**config.mk**
```make
export PLATFORM = sky130hd
export DESIGN_NAME = audio_mix_flat
export DESIGN_NICKNAME = d
export VERILOG_FILES = /design/src/rtl/audio_pkg.sv /design/src/rtl/audio_mix_if.sv /design/src/rtl/audio_onepole.sv /design/src/rtl/audio_mix.sv /design/src/flat_wrapper.sv
export SDC_FILE = /design/constraint.sdc
export NUM_CORES = 1
export LEC_CHECK = 0
export CAP_MARGIN = 0
export CORE_MARGIN = 3
export CORE_UTILIZATION = 65
export CTS_BUF_LIST = sky130_fd_sc_hd__clkbuf_8
export CTS_CLUSTER_SIZE = 12
export DETAILED_ROUTE_END_ITERATION = 8
export PLACE_DENSITY = 0.95
export SYNTH_ARGS = -nofsm -noshare
export SYNTH_HDL_FRONTEND = slang
export SYNTH_SLANG_ARGS = --single-unit
```
**constraint.sdc**
```tcl
create_clock -name CLK_32M -period 22.1 [get_ports CLK_32M]
set_input_delay 4.42 -clock CLK_32M [delete_from_list [all_inputs] [get_ports CLK_32M]]
set_output_delay 4.42 -clock CLK_32M [all_outputs]
set_load 0.02 [all_outputs]
```
**src/rtl/audio_pkg.sv**
```systemverilog
// ============================================================================
// Module   : audio_pkg
// Purpose  : Shared types, constants and saturation helper for the audio mixer
// Revision : 1.0 - initial release
// ============================================================================
`default_nettype none

package audio_pkg;

  typedef logic signed [15:0] sample_t;
  typedef logic        [7:0]  gain_t;

  localparam int SAT_MAX  = 32767;
  localparam int SAT_MIN  = -32768;
  localparam int DC_SHIFT = 10;

  typedef enum logic [2:0] {
    IDLE   = 3'd0,
    DCB    = 3'd1,
    MIX_L  = 3'd2,
    MIX_R  = 3'd3,
    FILT_L = 3'd4,
    FILT_R = 3'd5,
    OUT    = 3'd6
  } mix_state_t;

  function automatic sample_t sat16(input logic signed [17:0] v);
    if (v > SAT_MAX) begin
      return 16'sh7fff;
    end else if (v < SAT_MIN) begin
      return 16'sh8000;
    end else begin
      return v[15:0];
    end
  endfunction

endpackage

`default_nettype wire

```
**src/rtl/audio_mix_if.sv**
```systemverilog
// ============================================================================
// Module   : audio_mix_if
// Purpose  : Sample-strobe, source and mixed-output bundle of the audio mixer
// Revision : 1.0 - initial release
// ============================================================================
`default_nettype none

interface audio_mix_if;
  import audio_pkg::*;

  logic       CE_SAMPLE;
  sample_t    YM_L;
  sample_t    YM_R;
  logic       DAC_WR;
  logic [7:0] DAC_DIN;
  logic       FILTER_EN;
  logic       pause;
  sample_t    AUDIO_L;
  sample_t    AUDIO_R;
  logic       AUDIO_VALID;

  modport master (
    output CE_SAMPLE, YM_L, YM_R, DAC_WR, DAC_DIN, FILTER_EN, pause,
    input  AUDIO_L, AUDIO_R, AUDIO_VALID
  );

  modport slave (
    input  CE_SAMPLE, YM_L, YM_R, DAC_WR, DAC_DIN, FILTER_EN, pause,
    output AUDIO_L, AUDIO_R, AUDIO_VALID
  );

endinterface

`default_nettype wire

```
**src/rtl/audio_onepole.sv**
```systemverilog
// ============================================================================
// Module   : audio_onepole
// Purpose  : One channel of the optional one-pole low-pass (or bypass) stage
// Revision : 1.0 - initial release
// ============================================================================
`default_nettype none

module audio_onepole
  import audio_pkg::*;
#(
  parameter int LPF_SHIFT = 2
) (
  input  wire logic    clk,
  input  wire logic    rst,
  input  wire logic    update,
  input  wire logic    filter_en,
  input  wire sample_t m,
  output sample_t      y
);

  logic signed [17:0] m_x;
  logic signed [17:0] y_x;
  logic signed [17:0] diff;
  logic signed [17:0] sum;

  assign m_x  = {{2{m[15]}}, m};
  assign y_x  = {{2{y[15]}}, y};
  assign diff = m_x - y_x;
  assign sum  = y_x + (diff >>> LPF_SHIFT);

  // State only moves on the update strobe, so it stays frozen between samples.
  always_ff @(posedge clk) begin
    if (rst) begin
      y <= '0;
    end else if (update) begin
      y <= filter_en ? sat16(sum) : m;
    end
  end

endmodule

`default_nettype wire

```
**src/rtl/audio_mix.sv**
```systemverilog
// ============================================================================
// Module   : audio_mix
// Purpose  : DC-blocked DAC + FM stereo mixer with saturation and optional LPF
// Revision : 1.0 - initial release
// ============================================================================
`default_nettype none

module audio_mix
  import audio_pkg::*;
#(
  parameter gain_t YM_GAIN   = 8'd128,
  parameter gain_t DAC_GAIN  = 8'd96,
  parameter int    LPF_SHIFT = 2
) (
  input  wire logic  CLK_32M,
  input  wire logic  RESET,
  audio_mix_if.slave bus
);

  mix_state_t         state;
  logic [7:0]         dac_reg;
  logic [7:0]         snap_dac;
  sample_t            snap_l;
  sample_t            snap_r;
  logic signed [25:0] dc_est;
  logic signed [17:0] dac_term;
  sample_t            m_l;
  sample_t            m_r;
  sample_t            y_l;
  sample_t            y_r;
  sample_t            out_l;
  sample_t            out_r;
  logic               out_valid;

  logic signed [8:0]  dac_x;
  sample_t            dac_s;
  logic signed [25:0] e_shr;
  logic signed [17:0] s18;
  logic signed [17:0] e18;
  sample_t            dac_ac;
  logic signed [26:0] e_err;
  logic signed [26:0] e_step;
  logic signed [25:0] dc_next;

  assign dac_x   = $signed({1'b0, snap_dac}) - 9'sd128;
  assign dac_s   = {dac_x[7:0], 8'd0};
  assign e_shr   = dc_est >>> DC_SHIFT;
  assign s18     = {{2{dac_s[15]}}, dac_s};
  assign e18     = e_shr[17:0];
  assign dac_ac  = sat16(s18 - e18);
  assign e_err   = {dac_s[15], dac_s, 10'd0} - {dc_est[25], dc_est};
  assign e_step  = e_err >>> DC_SHIFT;
  assign dc_next = dc_est + e_step[25:0];

  // Single multiplier: DAC gain in DCB, FM gain for the matching channel in MIX_L/MIX_R.
  sample_t            mul_a;
  logic signed [8:0]  mul_b;
  logic signed [24:0] mul_p;
  logic signed [17:0] prod_scaled;

  always_comb begin
    mul_a = dac_ac;
    mul_b = {1'b0, DAC_GAIN};
    case (state)
      MIX_L: begin
        mul_a = snap_l;
        mul_b = {1'b0, YM_GAIN};
      end
      MIX_R: begin
        mul_a = snap_r;
        mul_b = {1'b0, YM_GAIN};
      end
      default: ;
    endcase
  end

  assign mul_p       = 25'(mul_a) * 25'(mul_b);
  assign prod_scaled = mul_p[24:7];

  always_ff @(posedge CLK_32M) begin
    if (RESET) begin
      state     <= IDLE;
      dac_reg   <= 8'h80;
      snap_dac  <= 8'h80;
      snap_l    <= '0;
      snap_r    <= '0;
      dc_est    <= '0;
      dac_term  <= '0;
      m_l       <= '0;
      m_r       <= '0;
      out_l     <= '0;
      out_r     <= '0;
      out_valid <= 1'b0;
    end else begin
      out_valid <= 1'b0;
      if (bus.DAC_WR) begin
        dac_reg <= bus.DAC_DIN;
      end
      case (state)
        IDLE: begin
          if (bus.CE_SAMPLE && !bus.pause) begin
            snap_l   <= bus.YM_L;
            snap_r   <= bus.YM_R;
            snap_dac <= dac_reg;
            state    <= DCB;
          end
        end
        DCB: begin
          dc_est   <= dc_next;
          dac_term <= prod_scaled;
          state    <= MIX_L;
        end
        MIX_L: begin
          m_l   <= sat16(prod_scaled + dac_term);
          state <= MIX_R;
        end
        MIX_R: begin
          m_r   <= sat16(prod_scaled + dac_term);
          state <= FILT_L;
        end
        FILT_L: state <= FILT_R;
        FILT_R: state <= OUT;
        OUT: begin
          out_l     <= y_l;
          out_r     <= y_r;
          out_valid <= 1'b1;
          state     <= IDLE;
        end
        default: state <= IDLE;
      endcase
    end
  end

  audio_onepole #(.LPF_SHIFT(LPF_SHIFT)) u_lpf_l (
    .clk       (CLK_32M),
    .rst       (RESET),
    .update    (state == FILT_L),
    .filter_en (bus.FILTER_EN),
    .m         (m_l),
    .y         (y_l)
  );

  audio_onepole #(.LPF_SHIFT(LPF_SHIFT)) u_lpf_r (
    .clk       (CLK_32M),
    .rst       (RESET),
    .update    (state == FILT_R),
    .filter_en (bus.FILTER_EN),
    .m         (m_r),
    .y         (y_r)
  );

  assign bus.AUDIO_L     = out_l;
  assign bus.AUDIO_R     = out_r;
  assign bus.AUDIO_VALID = out_valid;

endmodule

`default_nettype wire

```
**src/flat_wrapper.sv**
```systemverilog
// flat-port wrapper written by rule: the top's interface ports become plain ports
module audio_mix_flat import audio_pkg::*;
#(
  parameter gain_t YM_GAIN   = 8'd128,
  parameter gain_t DAC_GAIN  = 8'd96,
  parameter int    LPF_SHIFT = 2
)
  (CLK_32M, RESET, bus_CE_SAMPLE, bus_YM_L, bus_YM_R, bus_DAC_WR, bus_DAC_DIN, bus_FILTER_EN, bus_pause, bus_AUDIO_L, bus_AUDIO_R, bus_AUDIO_VALID);
  audio_mix_if bus_i ();
  input  wire logic CLK_32M;
  input  wire logic RESET;
  input wire logic [$bits(bus_i.CE_SAMPLE)-1:0] bus_CE_SAMPLE;
  input wire logic [$bits(bus_i.YM_L)-1:0] bus_YM_L;
  input wire logic [$bits(bus_i.YM_R)-1:0] bus_YM_R;
  input wire logic [$bits(bus_i.DAC_WR)-1:0] bus_DAC_WR;
  input wire logic [$bits(bus_i.DAC_DIN)-1:0] bus_DAC_DIN;
  input wire logic [$bits(bus_i.FILTER_EN)-1:0] bus_FILTER_EN;
  input wire logic [$bits(bus_i.pause)-1:0] bus_pause;
  output wire logic [$bits(bus_i.AUDIO_L)-1:0] bus_AUDIO_L;
  output wire logic [$bits(bus_i.AUDIO_R)-1:0] bus_AUDIO_R;
  output wire logic [$bits(bus_i.AUDIO_VALID)-1:0] bus_AUDIO_VALID;
  assign bus_i.CE_SAMPLE = bus_CE_SAMPLE;
  assign bus_i.YM_L = bus_YM_L;
  assign bus_i.YM_R = bus_YM_R;
  assign bus_i.DAC_WR = bus_DAC_WR;
  assign bus_i.DAC_DIN = bus_DAC_DIN;
  assign bus_i.FILTER_EN = bus_FILTER_EN;
  assign bus_i.pause = bus_pause;
  assign bus_AUDIO_L = bus_i.AUDIO_L;
  assign bus_AUDIO_R = bus_i.AUDIO_R;
  assign bus_AUDIO_VALID = bus_i.AUDIO_VALID;
  audio_mix #(.YM_GAIN(YM_GAIN), .DAC_GAIN(DAC_GAIN), .LPF_SHIFT(LPF_SHIFT)) u_core (.CLK_32M(CLK_32M), .RESET(RESET), .bus(bus_i));
endmodule
```
## After elaboration in Yosys (flattened, before gate mapping)

Cells that the tools add are included.

| word-level totals | value |
|---|---|
| flip-flop bits (word level) | 192 |
| bits of input ports | 46 |
| output and inout port bits | 33 |
| logic and storage cells | 59 |

| operators by class | value |
|---|---|
| $add $sub $neg | 9 |
| multipliers | 1 |
| magnitude comparators | 8 |
| eq/ne operators | 7 |
| muxes and demuxes | 15 |
| reduce and logical (&&, ||, !) cells | 5 |

Operators with widths:

| cell | count |
|---|---|
| $mux 16 | 10 |
| $gt 17x16->1 const B | 3 |
| $lt 17x16->1 const B | 3 |
| $sub 16x16->17 | 3 |
| $add 16x15->17 | 2 |
| $pmux 16 s2 | 1 |
| $sub 26x26->27 | 1 |
| $add 26x26->26 | 1 |
| $mul 16x9->25 | 1 |
| $add 18x18->18 | 1 |
| $gt 18x16->1 const B | 1 |
| $lt 18x16->1 const B | 1 |
| $pmux 3 s6 | 1 |
| $eq 3x3->1 const B | 3 |
| $mux 8 | 1 |
| $sub 8x8->8 const B | 1 |
| $eq 3x2->1 const B | 2 |
| $eq 3x1->1 const B | 1 |
| $logic_not 3->1 | 1 |
| $mux 3 | 1 |
| $ne 2x1->1 const B | 1 |
| $reduce_and 2->1 | 1 |
| $reduce_or 2->1 | 1 |
| $logic_and 1x1->1 | 1 |
| 2 further kinds | 2 |

## Logic depth before layout (Yosys ltp)

| depth | value |
|---|---|
| word-level depth | 11 |
| mapped depth | 41 |
| depth with buffers taken out | 35 |

## By module

A second synthesis with hierarchy kept.

| second synthesis, totals | value |
|---|---|
| cells, all modules | 1898 |
| area total of the unflattened synthesis | 14715.4 um^2 |

Modules (own cells, without submodules):

| module | times used | cells an instance | area an instance (um^2) | sequential area each (um^2) |
|---|---|---|---|---|
| audio_mix | 1 | 1321 | 10331.2 | 3203.1 |
| audio_onepole at u_core.u_lpf_l | 1 | 299 | 2257.2 | 320.3 |
| audio_onepole at u_core.u_lpf_r | 1 | 278 | 2127.0 | 320.3 |

## Least setup slack after synthesis

OpenSTA, ideal clock, no wires.

| timing | value |
|---|---|
| path kind | flip-flop to flip-flop |
| from | reg u_core.dc_est[10] |
| to | reg u_core.m_l[10] |
| setup time | 0.136 ns |
| data arrival time | 7.120 ns |
| data required time | 21.964 ns |
| slack | 14.845 ns |
| cell stages (with the launch flop) | 36 |
| buffers on the path | 3 |
| period minus slack after synthesis | 7.255 ns |
| cells stage by stage | dfxtp_1 -> clkbuf_1 -> inv_1 -> ha_1 -> nor3b_4 -> nand3_2 -> nor3_2 -> o21ai_2 -> a21oi_1 -> nand4_1 -> o31a_1 -> clkbuf_1 -> a21oi_1 -> ha_1 -> ha_1 -> ha_1 -> ha_1 -> inv_1 -> fa_1 -> nor2b_1 -> o21ai_0 -> a21boi_0 -> o21a_1 -> o21ai_0 -> a21oi_1 -> or3_1 -> and2_1 -> ha_1 -> nand4_1 -> or2_2 -> o311ai_1 -> xor2_1 -> or2_2 -> a21oi_2 -> buf_2 -> a211oi_1 |

| between the ends | value |
|---|---|
| longest elaborated chain between the ends | 10 |
| elaborated cells on any way between the ends | 12 |
| those cells by class | 2 x add/sub; 1 x mul; 4 x order compare; 5 x mux |

RTL lines:

| what | line | text |
|---|---|---|
| from (decl) | audio_mix.sv:25 | `logic signed [25:0] dc_est;` |
| from (signal assigned) | audio_mix.sv:109 | `dc_est <= dc_next;` |
| $sub 16x16->17 (*) | audio_mix.sv:50 | `assign dac_ac = sat16(s18 - e18);` |
| $lt 17x16->1 | audio_pkg.sv:30 | `end else if (v < SAT_MIN) begin` |
| $mux 16 | audio_pkg.sv:30 |  |
| $mux 16 (*) | audio_pkg.sv:28 | `if (v > SAT_MAX) begin` |
| $pmux 16 s2 (*) | audio_mix.sv:64 | `case (state)` |
| $mul 16x9->25 (*) | audio_mix.sv:77 | `assign mul_p = 25'(mul_a) * 25'(mul_b);` |
| via u_core.mul_p[17] | audio_mix.sv:58 | `logic signed [24:0] mul_p;` |
| $add 18x18->18 (*) | audio_mix.sv:114 | `m_l <= sat16(prod_scaled + dac_term);` |
| $lt 18x16->1 | audio_pkg.sv:30 |  |
| $mux 16 | audio_pkg.sv:30 |  |
| $mux 16 (*) | n/a |  |
| to (signal assigned) | audio_mix.sv:114 |  |
| to (decl) | audio_mix.sv:27 | `sample_t m_l;` |

Mark *: on every way through the listed nets, which the timed path passes. The rest lies on a longest branch.
A chain may end at the register's enable or synchronous reset.

## Worst setup path after layout

| timing | value |
|---|---|
| from | reg u_core.dc_est[10] |
| to | reg u_core.m_l[2] |

Same word-level chain as after synthesis.

==> run_results.csv <==
group,metric,value,unit
outcome,status,"finished clean",
timing,period_share,0.3918,
floorplanning,fp.dieH,156.3,um
timing,drv_slew,0,
floorplanning,ios,79,
run,maxCapViolCount,0,
finish,drive_gt1_frac,0.05711,
setup_path,critPathRequiredTime,22.43,ns
synthesis,synth_edf_count,0,
synthesis,netlist_area,14690,um^2
finish,largest_reg_flops,26,
finish,area_growth,8.017,%
detailed_routing,wirelength,38130,um
clock_tree,cts_made_buffers,17,
finish,final_nets,2103,
clock_tree,cts_tree,"yes",
timing,fin_ws,13.44,ns
global_route,globalRoute.totalOverflow,0,
detailed_routing,dr_total_vias,13900,
setup_path,worst_path_most_repeated_cell,"ha_1",
timing,finalSetupViolations,0,
timing,fmax,115.5,MHz
timing,fin_crit,8.659,ns
global_route,globalRouteTotalUtil,0.3084,
detailed_routing,wire_per_inst,17.56,um
clock_tree,postCtsSetupRepairBufs,0,
setup_path,worst-path-max-fanout,20,
clock_tree,cts_resized,0,
global_route,grt_pass1_wl,62960,um
detailed_routing,detail_route.first_pass.iterations,9,
place,dp_hpwl,27570,um
detailed_routing,routed_via_density,6.403,
timing,skew,0.01929,ns
place,place.gp.congestion,0.9495,
setup_path,cp-end-kind,"register",
timing,setup_tns,0,ns
setup_path,cpMaxStageDelayCell,"a21oi_2",
detailed_routing,drcViolationCount,0,
hold_path,hold_path.class,"register to register",
floorplanning,dieArea,24430,um^2
synthesis,synth_fp_nets,2102,
clock_tree,cts_sinks,192,
global_route,first_global_vias,13491,
clock_tree,cts.reportedPaths.clkPinSlew,0.11,ns
synthesis,ys_seq_area_frac,0.2617,
clock_tree,htreeDepth,4,
setup_path,timing_worst_setup_path_type,"register to register",
synthesis,synth_cell_types,91,
floorplanning,initial_utilization,0.6668,
global_route,grt_max_degree,109,
synthesis,yosys-mux-area-fraction,0.01031,
detailed_routing,detail-route-antenna-nets,0,
clock_tree,clockBufferDepth,2,
finish,final_util,0.7202,
setup_path,cp.arrival,8.98,ns
clock_tree,clk_latency,0.50,ns
clock_tree,root_buffer,"clkbuf_8",
synthesis,yosys.area.top_type,"dfxtp_1",
synthesis,ys_warn_count,0,
finish,top_regs,"u_core.dc_est x26, u_core.dac_term x18",
synthesis,yosys.area_share.simple,0.1924,
finish,diodes,0,
synthesis,synthArstFlopShare,0,
synthesis,synth-compound-area-share,0.2565,
setup_path,startpoint_type,"register",
place,io_buffers,78,
timing,holdWs,0.4576,ns
synthesis,synth_top_family_by_area,"compound AO/OA/AOI/OAI gates",
synthesis,ys_ff_latch,192,
floorplanning,core_area,22030,um^2
synthesis,syn_inst,1877,
synthesis,ys_top_cells_by_area,"dfxtp_1 (26%), ha_1 (15%), a21oi_1 (7.3%)",
floorplanning,die_w,156.3,um
synthesis,synth_adder_area_share,0.1571,
synthesis,avgSynthCellArea,7.824,um^2
timing,slew-limit-headroom,0.2799,
floorplanning,rows,54,
timing,finalHoldViolCount,0,
timing,worst_slew_pin_slew,1.073,ns
detailed_routing,drtIter0Drc,1121,
clock_tree,hold_buffers,0,
place,pre_cts_ws,13.76,ns
setup_path,slowest_delay,0.59,ns
finish,top_register,"u_core.dc_est",
synthesis,synth_xor_area_frac,0.06858,
timing,rsz0062_at_grt,"false",
global_route,antenna_found_initial,0,
synthesis,synth_top_area_frac,0.2617,
synthesis,synthFlopType,"dfxtp_1",
## synth_stat cells (5+ instances only)
cell and n:
o31ai_1 5, nand3_1 22, mux2i_1 14, a21o_1 31, nor2_1 139, a31o_2 6, a221oi_1 7, or3_1 9
o211ai_1 20, clkbuf_1 89, a211o_1 12, o21bai_1 12, a2111oi_0 7, inv_1 85, xor2_1 39, xnor2_1 76
fa_1 5, nand2_1 278, nand4_1 8, o21ai_0 69, nand2b_1 23, nand3b_1 6, nor4_1 5, a211oi_2 11
a211oi_1 62, buf_2 9, nor3b_1 9, nor2b_1 35, o21a_1 18, a21oi_1 215, nor3_1 25, a31oi_1 26
o21ai_1 9, ha_1 174, and3_1 7, dfxtp_1 192, or2_2 6, and2_1 9
## cell usage in the layout (no fill, tap or decap), types with 11 or more instances in the layout
cell type,instances
mux2i_1,14
a211oi_2,11
buf_4,12
a21oi_1,215
xnor2_1,76
nor3_1,25
o211ai_1,20
o21a_1,18
o21bai_1,12
nand2_1,278
clkdlybuf4s50_1,77
a21o_1,31
a211o_1,12
a31oi_1,26
o21ai_0,69
xor2_1,38
a211oi_1,62
nor2b_1,35
nand3_1,22
clkbuf_8,19
dfxtp_1,192
nand2b_1,23
nor2_1,138
inv_1,85
ha_1,174
## metal layers
layer / up-vias / track usage / wire length, um
li1: 6666 / - / -
met1: 6559 / 0.3593 / 14930
met2: 525 / 0.5447 / 19190
met3: 150 / 0.05006 / 2133
met4: 0 / 0.1596 / 1875
met5: - / 0 / 0
## cells by family after synthesis
| group | Yosys count |
|---|---|
| buffers and inverters | 193 |
| xor gates and xnor gates | 115 |
| adders and majority gates | 182 |
| and+or+nand+nor | 612 |
| muxes | 15 |
| AOI/OAI and AO/OA | 568 |
| DFF | 192 |
## critical path: cells and delay by family, from the launching register on
| kind | cells | cell delay (ns) |
|---|---|---|
| xor+xnor | 2 | 0.25 |
| mux | 1 | 0.23 |
| buf+inv | 2 | 0.34 |
| flops | 1 | 0.43 |
| compound gates | 10 | 2.43 |
| simple gates | 13 | 2.99 |
| fa+ha+maj | 6 | 1.81 |
## cell type report
type | count | area (um^2)
fill | 1621 | 6162
clock buffer | 19 | 261.5
multi-input combinational | 1492 | 10070
clock inverter | 13 | 142.6
sequential | 192 | 3844
timing repair buffer | 90 | 872.1
tap | 280 | 350.3
inverter | 85 | 319.1
## per-stage QoR
step,instances,cell area (um^2)
2_1_floorplan,1877,14690
3_3_place_gp,2139,15460
3_5_place_dp,2139,15460
4_1_cts,2171,15860
5_1_grt,2171,15860
6_report,2171,15860
## worst paths after layout
kind,endpoint,slack [ns],cells past startpoint,startpoint
hold / removal,u_core.bus.AUDIO_R[15],0.46,2,u_core.bus.AUDIO_R[15]
setup / recovery,u_core.m_l[2],13.44,34,u_core.dc_est[10]
setup reg to reg,u_core.m_l[2],13.44,34,u_core.dc_est[10]
hold reg to reg,u_core.bus.AUDIO_R[15],0.46,2,u_core.bus.AUDIO_R[15]
Power is left out: the tool's default activity adds up to more than one toggle a clock period on the data nets, which glitch-free logic cannot reach.
